### config.mk
export PLATFORM = sky130hd
export DESIGN_NAME = mcu_arbiter_flat
export DESIGN_NICKNAME = d
export VERILOG_FILES = /design/src/rtl/mcu_arbiter_if.sv /design/src/rtl/mcu_arbiter.sv /design/src/flat_wrapper.sv
export SDC_FILE = /design/constraint.sdc
export NUM_CORES = 1
export LEC_CHECK = 0
export ABC_AREA = 1
export BUFFER_PORTS_ARGS = -buffer_cell sky130_fd_sc_hd__buf_4
export CAP_MARGIN = 15
export CORE_ASPECT_RATIO = 0.8
export CORE_MARGIN = 5
export CORE_UTILIZATION = 45
export DETAILED_ROUTE_END_ITERATION = 7
export PLACE_DENSITY = 0.91
export SYNTH_ARGS = -nofsm -noshare
export SYNTH_HDL_FRONTEND = slang
export SYNTH_SLANG_ARGS = --single-unit
### constraint.sdc
create_clock -name in_clk -period 1.8 [get_ports in_clk]
set_clock_uncertainty 0.2 [all_clocks]
set_input_delay 0.36 -clock in_clk [delete_from_list [all_inputs] [get_ports in_clk]]
set_output_delay 0.36 -clock in_clk [all_outputs]
set_load 0.01 [all_outputs]
### src/rtl/mcu_arbiter_if.sv
// mcu_arbiter_if: requester handshake and MCU read-port signals of the MCU arbiter.
interface mcu_arbiter_if #(
    parameter int ADDR_W = 14,
    parameter int DATA_W = 32
);
    logic              in_req0, in_req1, in_req2;
    logic [ADDR_W-1:0] in_addr0, in_addr1, in_addr2;
    logic [1:0]        in_size0, in_size1, in_size2;
    logic              out_ack0, out_ack1, out_ack2;
    logic [DATA_W-1:0] out_data;
    logic              out_mcu_ren;
    logic [ADDR_W-1:0] out_mcu_addr;
    logic [1:0]        out_mcu_size;
    logic [DATA_W-1:0] in_mcu_data;
    logic              out_busy;
    logic [1:0]        out_grant;
    modport slave (
        input  in_req0, in_req1, in_req2, in_addr0, in_addr1, in_addr2,
        input  in_size0, in_size1, in_size2, in_mcu_data,
        output out_ack0, out_ack1, out_ack2, out_data, out_mcu_ren,
        output out_mcu_addr, out_mcu_size, out_busy, out_grant
    );
    modport master (
        output in_req0, in_req1, in_req2, in_addr0, in_addr1, in_addr2,
        output in_size0, in_size1, in_size2, in_mcu_data,
        input  out_ack0, out_ack1, out_ack2, out_data, out_mcu_ren,
        input  out_mcu_addr, out_mcu_size, out_busy, out_grant
    );
endinterface

### src/rtl/mcu_arbiter.sv
// mcu_arbiter: shares one fixed-latency MCU read port between three requesters;
// req0 has strict priority, req1/req2 alternate on ties.
module mcu_arbiter #(
    parameter int ADDR_W  = 14,
    parameter int DATA_W  = 32,
    parameter int MCU_LAT = 2
) (
    input logic         in_clk,
    input logic         in_rst_n,
    mcu_arbiter_if.slave bus
);
    localparam int CNT_W = $clog2(MCU_LAT + 1);
    typedef enum logic [1:0] {IDLE, ISSUE, DONE} state_t;
    state_t            state;
    logic [CNT_W-1:0]  r_cnt;
    logic [1:0]        r_last, grant, win, mcu_size, win_size;
    logic [2:0]        req, ack;
    logic              ren, busy;
    logic [ADDR_W-1:0] mcu_addr, win_addr;
    logic [DATA_W-1:0] data;
    assign req = {bus.in_req2, bus.in_req1, bus.in_req0};
    always_comb begin
        win      = req[0] ? 2'd0 : (req[1] && req[2]) ? ((r_last == 2'd1) ? 2'd2 : 2'd1) : req[1] ? 2'd1 : 2'd2;
        win_addr = (win == 2'd0) ? bus.in_addr0 : (win == 2'd1) ? bus.in_addr1 : bus.in_addr2;
        win_size = (win == 2'd0) ? bus.in_size0 : (win == 2'd1) ? bus.in_size1 : bus.in_size2;
    end
    always_ff @(posedge in_clk) begin
        if (!in_rst_n) begin
            state    <= IDLE;
            r_cnt    <= '0;
            r_last   <= 2'd2;
            grant    <= '0;
            ack      <= '0;
            ren      <= 1'b0;
            busy     <= 1'b0;
            mcu_addr <= '0;
            mcu_size <= '0;
            data     <= '0;
        end else begin
            case (state)
                IDLE: if (|req) begin
                    state    <= ISSUE;
                    busy     <= 1'b1;
                    ren      <= 1'b1;
                    mcu_addr <= win_addr;
                    mcu_size <= win_size;
                    grant    <= win;
                    r_cnt    <= CNT_W'(MCU_LAT - 1);
                    if (win != 2'd0) r_last <= win;
                end
                ISSUE: if (r_cnt == '0) begin
                    // MCU word is valid on the edge that ends the last ren cycle
                    state    <= DONE;
                    ren      <= 1'b0;
                    mcu_addr <= '0;
                    mcu_size <= '0;
                    data     <= bus.in_mcu_data;
                    ack      <= 3'b001 << grant;
                end else begin
                    r_cnt <= r_cnt - CNT_W'(1);
                end
                DONE: begin
                    state <= IDLE;
                    ack   <= '0;
                    busy  <= 1'b0;
                end
                default: state <= IDLE;
            endcase
        end
    end
    assign {bus.out_ack2, bus.out_ack1, bus.out_ack0} = ack;
    assign bus.out_data     = data;
    assign bus.out_mcu_ren  = ren;
    assign bus.out_mcu_addr = mcu_addr;
    assign bus.out_mcu_size = mcu_size;
    assign bus.out_busy     = busy;
    assign bus.out_grant    = grant;
endmodule

### src/flat_wrapper.sv
// flat-port wrapper written by rule: the top's interface ports become plain ports
module mcu_arbiter_flat 
#(
    parameter int ADDR_W  = 14,
    parameter int DATA_W  = 32,
    parameter int MCU_LAT = 2
)
  (in_clk, in_rst_n, bus_in_req0, bus_in_req1, bus_in_req2, bus_in_addr0, bus_in_addr1, bus_in_addr2, bus_in_size0, bus_in_size1, bus_in_size2, bus_in_mcu_data, bus_out_ack0, bus_out_ack1, bus_out_ack2, bus_out_data, bus_out_mcu_ren, bus_out_mcu_addr, bus_out_mcu_size, bus_out_busy, bus_out_grant);
  mcu_arbiter_if #(.ADDR_W(ADDR_W), .DATA_W(DATA_W)) bus_i ();
  input logic in_clk;
  input logic in_rst_n;
  input wire logic [$bits(bus_i.in_req0)-1:0] bus_in_req0;
  input wire logic [$bits(bus_i.in_req1)-1:0] bus_in_req1;
  input wire logic [$bits(bus_i.in_req2)-1:0] bus_in_req2;
  input wire logic [$bits(bus_i.in_addr0)-1:0] bus_in_addr0;
  input wire logic [$bits(bus_i.in_addr1)-1:0] bus_in_addr1;
  input wire logic [$bits(bus_i.in_addr2)-1:0] bus_in_addr2;
  input wire logic [$bits(bus_i.in_size0)-1:0] bus_in_size0;
  input wire logic [$bits(bus_i.in_size1)-1:0] bus_in_size1;
  input wire logic [$bits(bus_i.in_size2)-1:0] bus_in_size2;
  input wire logic [$bits(bus_i.in_mcu_data)-1:0] bus_in_mcu_data;
  output wire logic [$bits(bus_i.out_ack0)-1:0] bus_out_ack0;
  output wire logic [$bits(bus_i.out_ack1)-1:0] bus_out_ack1;
  output wire logic [$bits(bus_i.out_ack2)-1:0] bus_out_ack2;
  output wire logic [$bits(bus_i.out_data)-1:0] bus_out_data;
  output wire logic [$bits(bus_i.out_mcu_ren)-1:0] bus_out_mcu_ren;
  output wire logic [$bits(bus_i.out_mcu_addr)-1:0] bus_out_mcu_addr;
  output wire logic [$bits(bus_i.out_mcu_size)-1:0] bus_out_mcu_size;
  output wire logic [$bits(bus_i.out_busy)-1:0] bus_out_busy;
  output wire logic [$bits(bus_i.out_grant)-1:0] bus_out_grant;
  assign bus_i.in_req0 = bus_in_req0;
  assign bus_i.in_req1 = bus_in_req1;
  assign bus_i.in_req2 = bus_in_req2;
  assign bus_i.in_addr0 = bus_in_addr0;
  assign bus_i.in_addr1 = bus_in_addr1;
  assign bus_i.in_addr2 = bus_in_addr2;
  assign bus_i.in_size0 = bus_in_size0;
  assign bus_i.in_size1 = bus_in_size1;
  assign bus_i.in_size2 = bus_in_size2;
  assign bus_i.in_mcu_data = bus_in_mcu_data;
  assign bus_out_ack0 = bus_i.out_ack0;
  assign bus_out_ack1 = bus_i.out_ack1;
  assign bus_out_ack2 = bus_i.out_ack2;
  assign bus_out_data = bus_i.out_data;
  assign bus_out_mcu_ren = bus_i.out_mcu_ren;
  assign bus_out_mcu_addr = bus_i.out_mcu_addr;
  assign bus_out_mcu_size = bus_i.out_mcu_size;
  assign bus_out_busy = bus_i.out_busy;
  assign bus_out_grant = bus_i.out_grant;
  mcu_arbiter #(.ADDR_W(ADDR_W), .DATA_W(DATA_W), .MCU_LAT(MCU_LAT)) u_core (.in_clk(in_clk), .in_rst_n(in_rst_n), .bus(bus_i));
endmodule
== Yosys cells after proc, flatten, opt, wreduce, memory -nomap -nowiden ==
Index checks and enable logic that the tools add are counted.
Word-level totals
  bits in registers: 61
  bits of input ports: 85
  output and inout port bits: 55
  word-level logic and storage cells: 61
Operators by class
  add/subtract/negate cells: 1
  equality and inequality tests: 7
  shift-type cells: 1
  multiplexer cells: 25
  reductions and logical operators: 17
Operator list (count)
  14-bit two-way mux: 4
  14-bit case mux with 2 select lines: 1
  2-bit two-way mux: 11
  2-bit case mux with 2 select lines: 3
  2-bit AND reduction: 5
  3-bit AND reduction: 3
  2-bit nonzero test: 4
  2-bit by 1-bit equality test with 1-bit output, second input constant: 3
  2-bit zero test: 3
  3-bit case mux with 2 select lines: 1
  2-bit by 1-bit inequality test with 1-bit output, second input constant: 2
  1-bit case mux with 2 select lines: 2
  3-bit two-way mux: 1
  3-bit OR reduction: 1
  1-bit by 2-bit << shifter with 3-bit output, first input constant: 1
  2-bit equality test, second input constant: 1
  1-bit two-way mux: 2
  2-bit inequality test, second input constant: 1
  2-bit by 1-bit subtractor with 2-bit output, second input constant: 1
  1-bit logical AND: 1

== Logic depth before layout (Yosys ltp) ==
Gate-level depths: netlist (run 1).
  depth after elaboration: 9
  mapped depth: 9
  gate-level depth less buffers: 8

== Worst setup path before layout (run 1) ==
No wires, ideal clock.
  path kind: register to register
  from: register u_core.r_cnt[0]
  to: register u_core.mcu_addr[3] (netlist: u_core.bus.out_mcu_addr[3])
  setup time: 70 ps
  data arrival time: 1237 ps
  data required time: 1530 ps
  path slack: 294 ps
  stages on the path, launching flop included: 9
  buffers on the path: 1
  cell sequence: dfxtp_1 -> inv_1 -> ha_1 -> nand3_2 -> inv_4 -> nor2_8 -> buf_12 -> nand2_2 -> a21oi_2
Between the ends
  word-level cells in the longest chain between the ends: 3
Ends and longest elaborated chain
  start, declared: RTL line mcu_arbiter.sv:15  | logic [CNT_W-1:0] r_cnt;
  start signal, assigned: RTL line mcu_arbiter.sv:48  | r_cnt <= CNT_W'(MCU_LAT - 1);
  start signal, assigned: RTL line mcu_arbiter.sv:60  | r_cnt <= r_cnt - CNT_W'(1);
  2-bit zero test: RTL line mcu_arbiter.sv:51  | ISSUE: if (r_cnt == '0) begin
  2-bit by 1-bit inequality test with 1-bit output (no source line)
  3-bit AND reduction (no source line)
  end signal, assigned: RTL line mcu_arbiter.sv:45  | mcu_addr <= win_addr;
  end, declared: RTL line mcu_arbiter.sv:19  | logic [ADDR_W-1:0] mcu_addr, win_addr;
Every way passes these cells.
A chain may end at the register's enable or synchronous reset.

== Worst setup path in the final report (run 1) ==
  from: register u_core.r_cnt[0]
  to: register u_core.mcu_addr[6] (netlist: u_core.bus.out_mcu_addr[6])
The elaborated chain is that of the path after synthesis.

==> results of run 1 <==
==> registers in the layout (all words and copies together), names as in the netlist, 2 cells and up <==
name and cells:
u_core.ack 3, u_core.bus.out_data 32, u_core.bus.out_grant 2, u_core.bus.out_mcu_addr 14
u_core.bus.out_mcu_size 2, u_core.r_cnt 2, u_core.r_last 2, u_core.state 2
==> metal layers <==
metal	vias to the layer above	share of wire [%]	wire length [um]
li1	1426	-	-
met1	1305	39	3050
met2	98	53	4050
met3	16	5.3	408
met4	0	2.7	208
met5	-	0	0
==> where the power goes <==
group / internal [mW] / switching, mW / total (mW)
Clock: 0.477 / 0.457 / 0.935
Sequential: 1.47 / 0.0734 / 1.55
Combinational: 0.413 / 0.462 / 0.874
Total: 2.36 / 0.992 / 3.36
==> synthesized netlist by cell type <==
cell type / n
clkinv_1: 1
nand3_2: 2
buf_2: 9
ha_1: 1
inv_6: 1
inv_1: 11
or2_2: 1
nor2_8: 1
nand2_2: 11
nor2_1: 5
nand4_1: 16
inv_4: 2
a21oi_2: 10
nand3_1: 36
clkbuf_1: 10
o211ai_1: 1
buf_6: 1
nand3_4: 1
buf_12: 1
dfxtp_1: 61
buf_4: 2
nand2_1: 118
nand2_4: 1
a21oi_1: 48
inv_2: 1
==> layout make-up <==
| cell class | instances | share of cell area (%) |
|---|---|---|
| Clock buffer | 11 | 3.35 |
| Clock inverter | 3 | 0.383 |
| Inverter | 16 | 1.79 |
| Multi-Input combinational cell | 252 | 31.7 |
| Sequential cell | 61 | 31.2 |
| Tap cell | 81 | 2.59 |
| Timing Repair Buffer | 146 | 29.0 |
==> worst max-delay path, delay by kind of cell, from the launching register on <==
kind | cells | cell delay, ns
adder cells (fa/ha/maj) | 1 | 0.24
AO/OA/AOI/OAI | 1 | 0.14
flip-flops | 1 | 0.33
buffers and inverters | 2 | 0.13
AND/OR/NAND/NOR | 3 | 0.51
==> cell families (layout without fill, tap and decap cells) <==
kind of cell / count (synthesis) / count (layout)
and+or+nand+nor: 192 / 192
DFF: 61 / 61
AOI/OAI and AO/OA: 59 / 59
buffers and inverters: 39 / 176
adders and majority gates: 1 / 1
==> layout by cell type, fill, tap and decap left out, types with 2 or more instances in the layout <==
master / instances
clkbuf_1: 2
nand2_1: 118
inv_2: 2
inv_1: 11
nand4_1: 16
dfxtp_1: 61
a21oi_1: 48
a21oi_2: 10
nor2_1: 5
buf_4: 142
clkbuf_8: 9
inv_4: 2
buf_12: 3
nand3_1: 36
nand3_4: 2
nand2_2: 11
clkinv_2: 3
==> worst max path at each step <==
stage,start,end,slack [ns],depth (start not counted)
after floorplan,u_core.r_cnt[0]$_SDFFE_PN0P_,u_core.bus.out_mcu_addr[3]$_SDFFE_PN0P_,0.29,8
after global placement,u_core.r_cnt[0]$_SDFFE_PN0P_,u_core.ack[0]$_SDFFE_PN0P_,0.18,7
after detailed placement,u_core.r_cnt[0]$_SDFFE_PN0P_,u_core.bus.out_data[4]$_SDFFE_PN0P_,0.11,6
after CTS,u_core.r_cnt[0]$_SDFFE_PN0P_,u_core.bus.out_data[4]$_SDFFE_PN0P_,0.09,6
after global routing,u_core.r_cnt[0]$_SDFFE_PN0P_,u_core.bus.out_mcu_addr[2]$_SDFFE_PN0P_,0.03,7
final,u_core.r_cnt[0]$_SDFFE_PN0P_,u_core.bus.out_mcu_addr[6]$_SDFFE_PN0P_,0.17,7
==> metrics by stage <==
step	cell area, sq um	hold slack [ns]	cells	setup WS [ns]	util (%)
global placement	3760	0.250	556	0.181	64.6
CTS	3910	0.0704	570	0.0865	67.1
floorplan	2650	0.239	352	0.294	-
detailed placement	3760	0.256	556	0.108	64.6
global route	3920	0.0898	570	0.0251	67.3
finish	3920	0.0828	570	0.167	67.3
==> metrics.txt, run 1 <==
Root Driver clkbuf_8; worst hold path startpoint in_rst_n; Post-Synth Simple-Gate Area 33.4%; worst r2r src u_core.r_cnt[0]$_SDFFE_PN0P_; Core Box Area 5820 sq um; type of origin of the critical path register; top post-synthesis cells by area dfxtp_1 (46%), nand2_1 (17%), a21oi_1 (9.1%), nand3_1 (6.8%), nand4_1 (3.8%); sequential share of the synthesized area 46.0%; cell count after synthesis approximately 350; Pwr Density ~860 nW/um^2; htree depth 3; Final ANT Viol Nets 0; vias in the first global route 2863; area growth from synthesis to layout 47.6%; final WL slightly below 8000 um; Hold EP u_core.r_last[1]$_SDFFE_PN1P_; number of port buffers roughly 140; reg2reg setup slack 0.17 ns; CP required 1.85 ns; Clock Tree Buf Depth 2; crit-path max FO 16; Post-Synth Adder-Cell Area 0.471%; Worst Reg2Reg Path Length in Cells 7; yosys warns 0; row cnt 25; xor/xnor cell area share of the yosys netlist 0%; DR vias/cell approximately 5.0; critical path's slowest cell dfxtp_1; max-cap viol count 0; CTS Hold Bufs 0; largest family of logic cells by synthesized area simple AND/OR/NAND/NOR gates; clk_lat worst skew 0.31 ns; clock sinks 61; Multi-input gate area around 1200 sq um; # DRC 0; via count between 2000 and 3000; Fin Setup TNS 0 ns; post-synth top area share a little under half; met3 Usage GRT 4.79%; Pre-antenna DRT Iters 4; Hold Crit Depth 2; crit path DAT 1.68 ns; share of cells above drive strength 1 38.9%; register bit total from synthesis 61; layout net count 572; first-pass GRT wire length 12600 um; Tot Pwr 3.36 mW; fin crit period 1.63 ns; status finished clean; gr usage total about a fifth; initial antenna violation count 0; # fillers about 490; Yosys top cell by area dfxtp_1; largest net degree at the start of global routing 36; final hold vios 0; VDD IR max between 500 and 600 uV; # diodes 0; CP Capture Type register; Mapped Area around 2700 sq um; DRT iter0 DRCs 163; Worst-Margin Slew 0.321 ns; global route hottest layer met2; multiplexer share of the synthesized area 0%; normalized max-slew margin around 80%; GR Util met1 roughly a quarter; register area 1220 sq um; Die Width 95.9 um; endpoints failing setup 0; DP Wirelength 5950 um; Slew Limit Fails 0; met2 usage 37.3%; Net Count, Synth 438; Num CTS Buffers 9; post-synthesis compound-gate area fraction 12.6%; crit path kind register to register; Syn Area/Cell 7.54 sq um; Critical Path Max Stage Delay ~0.33 ns; CP cell instances inv_1 > ha_1 > nand3_4 > inv_4 > nor2_8 > nand2_2 > a21oi_2; Post-CTS Setup Bufs 0; Starting Density 45.6%; Die Ht 78.7 um; Netlist cell types 25; Final period util slightly above 90%; Static Leak 1.78 nW; RSZ-0062 raised after global routing no; die area 7540 sq um; Post-CTS Resized 0; Worst Hold Class input port to register; I/O pin total 140; CTS tree yes; GRT overflow 0; Worst R2R End u_core.bus.out_mcu_addr[6]$_SDFFE_PN0P_; fmax 613 MHz; routability congestion estimate 0.826; clock-pin slew on the worst setup and hold paths 0.06 ns; wire per inst 13.5 um
(Power assumes the default switching activity.)
==> run 2, diff against run 1 <==
==> constraint.sdc (replaced) <==
create_clock -name in_clk -period 1.9 [get_ports in_clk]
set_clock_uncertainty 0.2 [all_clocks]
set_input_delay 0.38 -clock in_clk [delete_from_list [all_inputs] [get_ports in_clk]]
set_output_delay 0.38 -clock in_clk [all_outputs]
set_load 0.01 [all_outputs]
==> metrics.txt, run 2 (same netlist as run 1, synthesis figures left out) <==
status finished clean; area growth from synthesis to layout 50.2%; VDD IR max 540 uV (-7.9%); I/O pin total 140 (unchanged); Area after DPL 3750 sq um (-0.33%); Worst Hold Class input port to register; # fillers 493 (unchanged); row cnt 25 (unchanged); gr usage total 20.5% (-0.32 points); post-place setup slack 0.203 ns (+0.0949 ns); largest net degree at the start of global routing 36 (unchanged); Final ANT Viol Nets 0 (unchanged); DP Wirelength 5790 um (-2.7%); Post-CTS Setup Bufs 0 (unchanged); GRT overflow 0 (unchanged); Critical Path Max Stage Delay 0.34 ns (about the same); CTS tree yes; Switching Power 0.982 mW (-1.0%); internal power 2.65 mW (+12%); routability congestion estimate 0.801 (-3.1%); combinational group share of total power 22.4% (-3.7 points); Fin Setup TNS 0 ns (unchanged); clock power share 37.3% (+9.4 points); DRT iter0 DRCs 92 (-44%); number of port buffers 139 (unchanged); # DRC 0 (unchanged); clock-pin slew on the worst setup and hold paths 0.07 ns (about the same); commonest non-fill, non-tap cells in the layout buf_4 (144), nand2_1 (118), dfxtp_1 (61), a21oi_1 (48), nand3_1 (36); CP bufs+invs 3 (+1); Die Width 95.9 um (unchanged); Static Leak 1.81 nW (+1.8%); commonest non-fill, non-tap cell in the layout buf_4; normalized max-slew margin 76.6% (-1.9 points); type of origin of the critical path register; share of cells above drive strength 1 39.3% (+0.45 points); CP cell instances inv_1 > ha_1 > nand3_2 > buf_4 > nand2_1 > inv_1 > nand2_1 > a21oi_1; die area 7540 sq um (unchanged); Num CTS Buffers 9 (unchanged); htree depth 3 (unchanged); Core Box Area 5820 sq um (unchanged); Final period util 90.8% (+0.11 points); max-cap viol count 0 (unchanged); fmax 580 MHz (-5.4%); vias in the first global route 2721 (-5.0%); fin crit period 1.73 ns (+0.0929 ns); crit-path max FO 35 (+19); Net Sw Frac 27.1% (-2.5 points); Die Ht 78.7 um (unchanged); # diodes 0 (unchanged); part of the power in registers 40.3% (-5.8 points); register area 1220 sq um (unchanged); Clock Tree Buf Depth 2 (unchanged); Post-CTS Resized 0 (unchanged); Worst-Margin Slew 0.351 ns (+0.0298 ns); Starting Density 45.6% (unchanged); Pre-antenna DRT Iters 4 (unchanged); CP required 1.95 ns (+0.10 ns); wire per inst 13.3 um (-1.8%); CP Capture Type register; critical path's slowest cell dfxtp_1; crit path kind register to register; CTS Hold Bufs 0 (unchanged); max reg flops 32 (unchanged); final hold vios 0 (unchanged); endpoints failing setup 0 (unchanged); layout net count 572 (unchanged); via count 2861 (+0.56%); clock sinks 61 (unchanged); setup ws final 0.175 ns (+0.00714 ns); Root Driver clkbuf_8; first-pass GRT wire length 12300 um (-2.2%); crit path DAT 1.78 ns (+0.10 ns); Slew Limit Fails 0 (unchanged); Top delay family on crit path buffers and inverters; final WL 7610 um (-1.4%); Final Util 68.5% (+1.2 points); initial antenna violation count 0 (unchanged); DR vias/cell 5.00 (+0.21%); post-route design area 3990 sq um (+1.8%); Multi-input gate area 1230 sq um (-0.61%); RSZ-0062 raised after global routing no; clk_lat worst skew 0.32 ns (about the same); Pwr Density 911 nW/um^2 (+6.3%)
-- run 2: layout make-up --
| type | count | area share [%] |
|---|---|---|
| Clock buffer | 10 | 3.20 |
| Clock inverter | 6 | 2.79 |
| Inverter | 16 | 1.76 |
| Multi-Input combinational cell | 252 | 30.9 |
| Sequential cell | 61 | 30.6 |
| Tap cell | 81 | 2.54 |
| Timing Repair Buffer | 146 | 28.1 |
-- run 2: path summary, 6_finish.rpt --
kind                            slack [ns]  cells past startpoint                             to                          from
worst max-delay path                  0.17                      8     u_core.ack[2]$_SDFFE_PN0P_  u_core.r_cnt[0]$_SDFFE_PN0P_
worst min-delay path                  0.09                      2  u_core.r_last[1]$_SDFFE_PN1P_                      in_rst_n
worst max register to register        0.17                      8     u_core.ack[2]$_SDFFE_PN0P_  u_core.r_cnt[0]$_SDFFE_PN0P_
worst min register to register        0.26                      2   u_core.r_cnt[1]$_SDFFE_PN0P_  u_core.r_cnt[1]$_SDFFE_PN0P_
-- run 2: metrics by stage --
step                hold WS (ns)  instances  total power [mW]
global placement           0.252        556              2.28
CTS                       0.0768        572              3.67
global route              0.0888        572              3.83
floorplan                  0.239        352              1.94
detailed placement         0.253        556              2.31
finish                    0.0936        572              3.63
-- run 2: power by group through the flow --
stage / sequential, mW / clock (mW) / combinational, mW
2_1_floorplan: 1.53 / 0 / 0.407
3_3_place_gp: 1.48 / 0 / 0.794
3_5_place_dp: 1.49 / 0 / 0.815
4_1_cts: 1.46 / 1.39 / 0.821
5_1_grt: 1.48 / 1.45 / 0.893
6_report: 1.46 / 1.35 / 0.811
-- run 2: metal layers --
metal  track usage [%]  part of all wire (%)  up-vias
met5                 0                     0        -
met4              8.38                   2.2        0
met3              4.98                   5.3       14
met2              35.5                    52       92
met1              24.0                    40     1321
li1                  -                     -     1434
==> run 3, diff against run 2 <==
--- a/config.mk
+++ b/config.mk
@@ -8,7 +8,7 @@
 export ABC_AREA = 1
 export BUFFER_PORTS_ARGS = -buffer_cell sky130_fd_sc_hd__buf_4
 export CAP_MARGIN = 15
-export CORE_ASPECT_RATIO = 0.8
+export CORE_ASPECT_RATIO = 1.5
 export CORE_MARGIN = 5
 export CORE_UTILIZATION = 45
 export DETAILED_ROUTE_END_ITERATION = 7
==> metrics.txt, run 3 (same netlist as run 1, synthesis figures left out) <==
Critical Path Max Stage Delay 0.33 ns (about the same); clock sinks 61 (unchanged); # DRC 0 (unchanged); I/O pin total 140 (unchanged); Starting Density 45.9% (+0.26 points); gr usage total 19.9% (-0.60 points); largest net degree at the start of global routing 36 (unchanged); crit-path max FO 35 (unchanged); Pre-antenna DRT Iters 4 (unchanged); critical path's slowest cell buf_4; Tot Pwr 3.30 mW (-9.2%); fmax 589 MHz (+1.6%); Fin Setup TNS 0 ns (unchanged); Clock Tree Buf Depth 2 (unchanged); die area 7560 sq um (+0.29%); Final period util 89.3% (-1.5 points); DRT iter0 DRCs 123 (+34%); crit path kind register to register; Worst Hold Class input port to register; commonest non-fill, non-tap cell in the layout buf_4; normalized max-slew margin 77.2% (+0.61 points); Die Width 72.7 um (-24%); status finished clean; area growth from synthesis to layout 46.8%; endpoints failing setup 0 (unchanged); first-pass GRT wire length 12200 um (-0.90%); CTS Hold Bufs 0 (unchanged); Worst-Margin Slew 0.342 ns (-0.00913 ns); htree depth 3 (unchanged); CP bufs+invs 3 (unchanged); DR vias/cell 5.08 (+1.6%); DP Wirelength 5740 um (-0.77%); CP Capture Type register; commonest non-fill, non-tap cells in the layout buf_4 (146), nand2_1 (118), dfxtp_1 (61), a21oi_1 (48), nand3_1 (36); CTS tree yes; wire per inst 13.3 um (about the same); via count 2850 (-0.38%); max reg flops 32 (unchanged); number of port buffers 139 (unchanged); setup ws final 0.202 ns (+0.0279 ns); crit path DAT 1.75 ns (-0.03 ns); type of origin of the critical path register; GRT overflow 0 (unchanged); row cnt 34 (+36%); initial antenna violation count 0 (unchanged); Die Ht 104 um (+32%); Post-CTS Setup Bufs 0 (unchanged); Slew Limit Fails 0 (unchanged); clock-pin slew on the worst setup and hold paths 0.06 ns (about the same); RSZ-0062 raised after global routing no; Core Box Area 5790 sq um (-0.56%); Pwr Density 846 nW/um^2 (-7.1%); Top delay family on crit path buffers and inverters; CP cell instances inv_1 > ha_1 > nand3_2 > inv_4 > buf_4 > nand3_1 > a21oi_1; routability congestion estimate 0.811 (+1.4%); Final ANT Viol Nets 0 (unchanged); Post-CTS Resized 0 (unchanged); max-cap viol count 0 (unchanged); vias in the first global route 2863 (+5.2%); post-place setup slack 0.195 ns (-0.00853 ns); final WL 7470 um (-1.8%); CP required 1.95 ns (about the same); clk_lat worst skew 0.31 ns (about the same); Num CTS Buffers 9 (unchanged); Final Util 67.3% (-1.2 points); final hold vios 0 (unchanged); # diodes 0 (unchanged); VDD IR max 469 uV (-13%); layout net count 572 (unchanged); Root Driver clkbuf_8; fin crit period 1.70 ns (-0.0279 ns); share of cells above drive strength 1 39.3% (-0.044 points); Static Leak 1.78 nW (-1.6%)
[run 3: cell count changes in the layout (fill, tap and decap cells not counted), sizes merged]
cell,previous run,this run
bufinv,3,0
clkbuf,10,13
clkinv,2,1
clkinvlp,1,0
[run 3: stage by stage]
stage | cell area [sq um] | instances | hold slack (ns)
5_1_grt | 3890 | 561 | 0.0775
3_3_place_gp | 3710 | 547 | 0.248
2_1_floorplan | 2650 | 352 | 0.239
3_5_place_dp | 3710 | 547 | 0.258
4_1_cts | 3890 | 561 | 0.0690
6_report | 3890 | 561 | 0.0968
[run 3: area by class of cell]
class	instances	area (sq um)
Clock buffer	13	179
Clock inverter	1	5.00
Fill cell	515	1890
Inverter	16	70.1
Multi-Input combinational cell	252	1230
Sequential cell	61	1220
Tap cell	72	90.1
Timing Repair Buffer	146	1100
[run 3: path summary, 6_finish.rpt]
| path | start | endpoint | slack (ns) | cells past startpoint |
|---|---|---|---|---|
| worst min-delay path | in_rst_n | u_core.r_last[1]$_SDFFE_PN1P_ | 0.1 | 2 |
| worst max register to register | u_core.r_cnt[0]$_SDFFE_PN0P_ | u_core.ack[2]$_SDFFE_PN0P_ | 0.20 | 7 |
| worst min register to register | u_core.ack[0]$_SDFFE_PN0P_ | u_core.ack[0]$_SDFFE_PN0P_ | 0.26 | 2 |
| worst max-delay path | u_core.r_cnt[0]$_SDFFE_PN0P_ | u_core.ack[2]$_SDFFE_PN0P_ | 0.20 | 7 |
[run 3: worst reg2reg max path, delay by kind of cell (launching register included)]
family / cells / cell delay, ns
buffers and inverters: 3 / 0.52
AOI/OAI and AO/OA: 1 / 0.15
DFF: 1 / 0.31
and+or+nand+nor: 2 / 0.27
adders and majority gates: 1 / 0.19
[run 3: per-layer routing]
layer / vias to the layer above / routed length [um] / GRT usage, %
li1: 1428 / - / -
met1: 1295 / 2590 / 19.3
met2: 123 / 4110 / 38.3
met3: 4 / 699 / 4.55
met4: 0 / 73 / 8.18
met5: - / 0 / 0
[run 3: power by group]
part | internal, mW | leakage (nW) | switching [mW]
Sequential | 1.40 | 0.499 | 0.0668
Clock | 0.599 | 0.0974 | 0.431
Combinational | 0.376 | 1.19 | 0.427
Total | 2.37 | 1.78 | 0.924
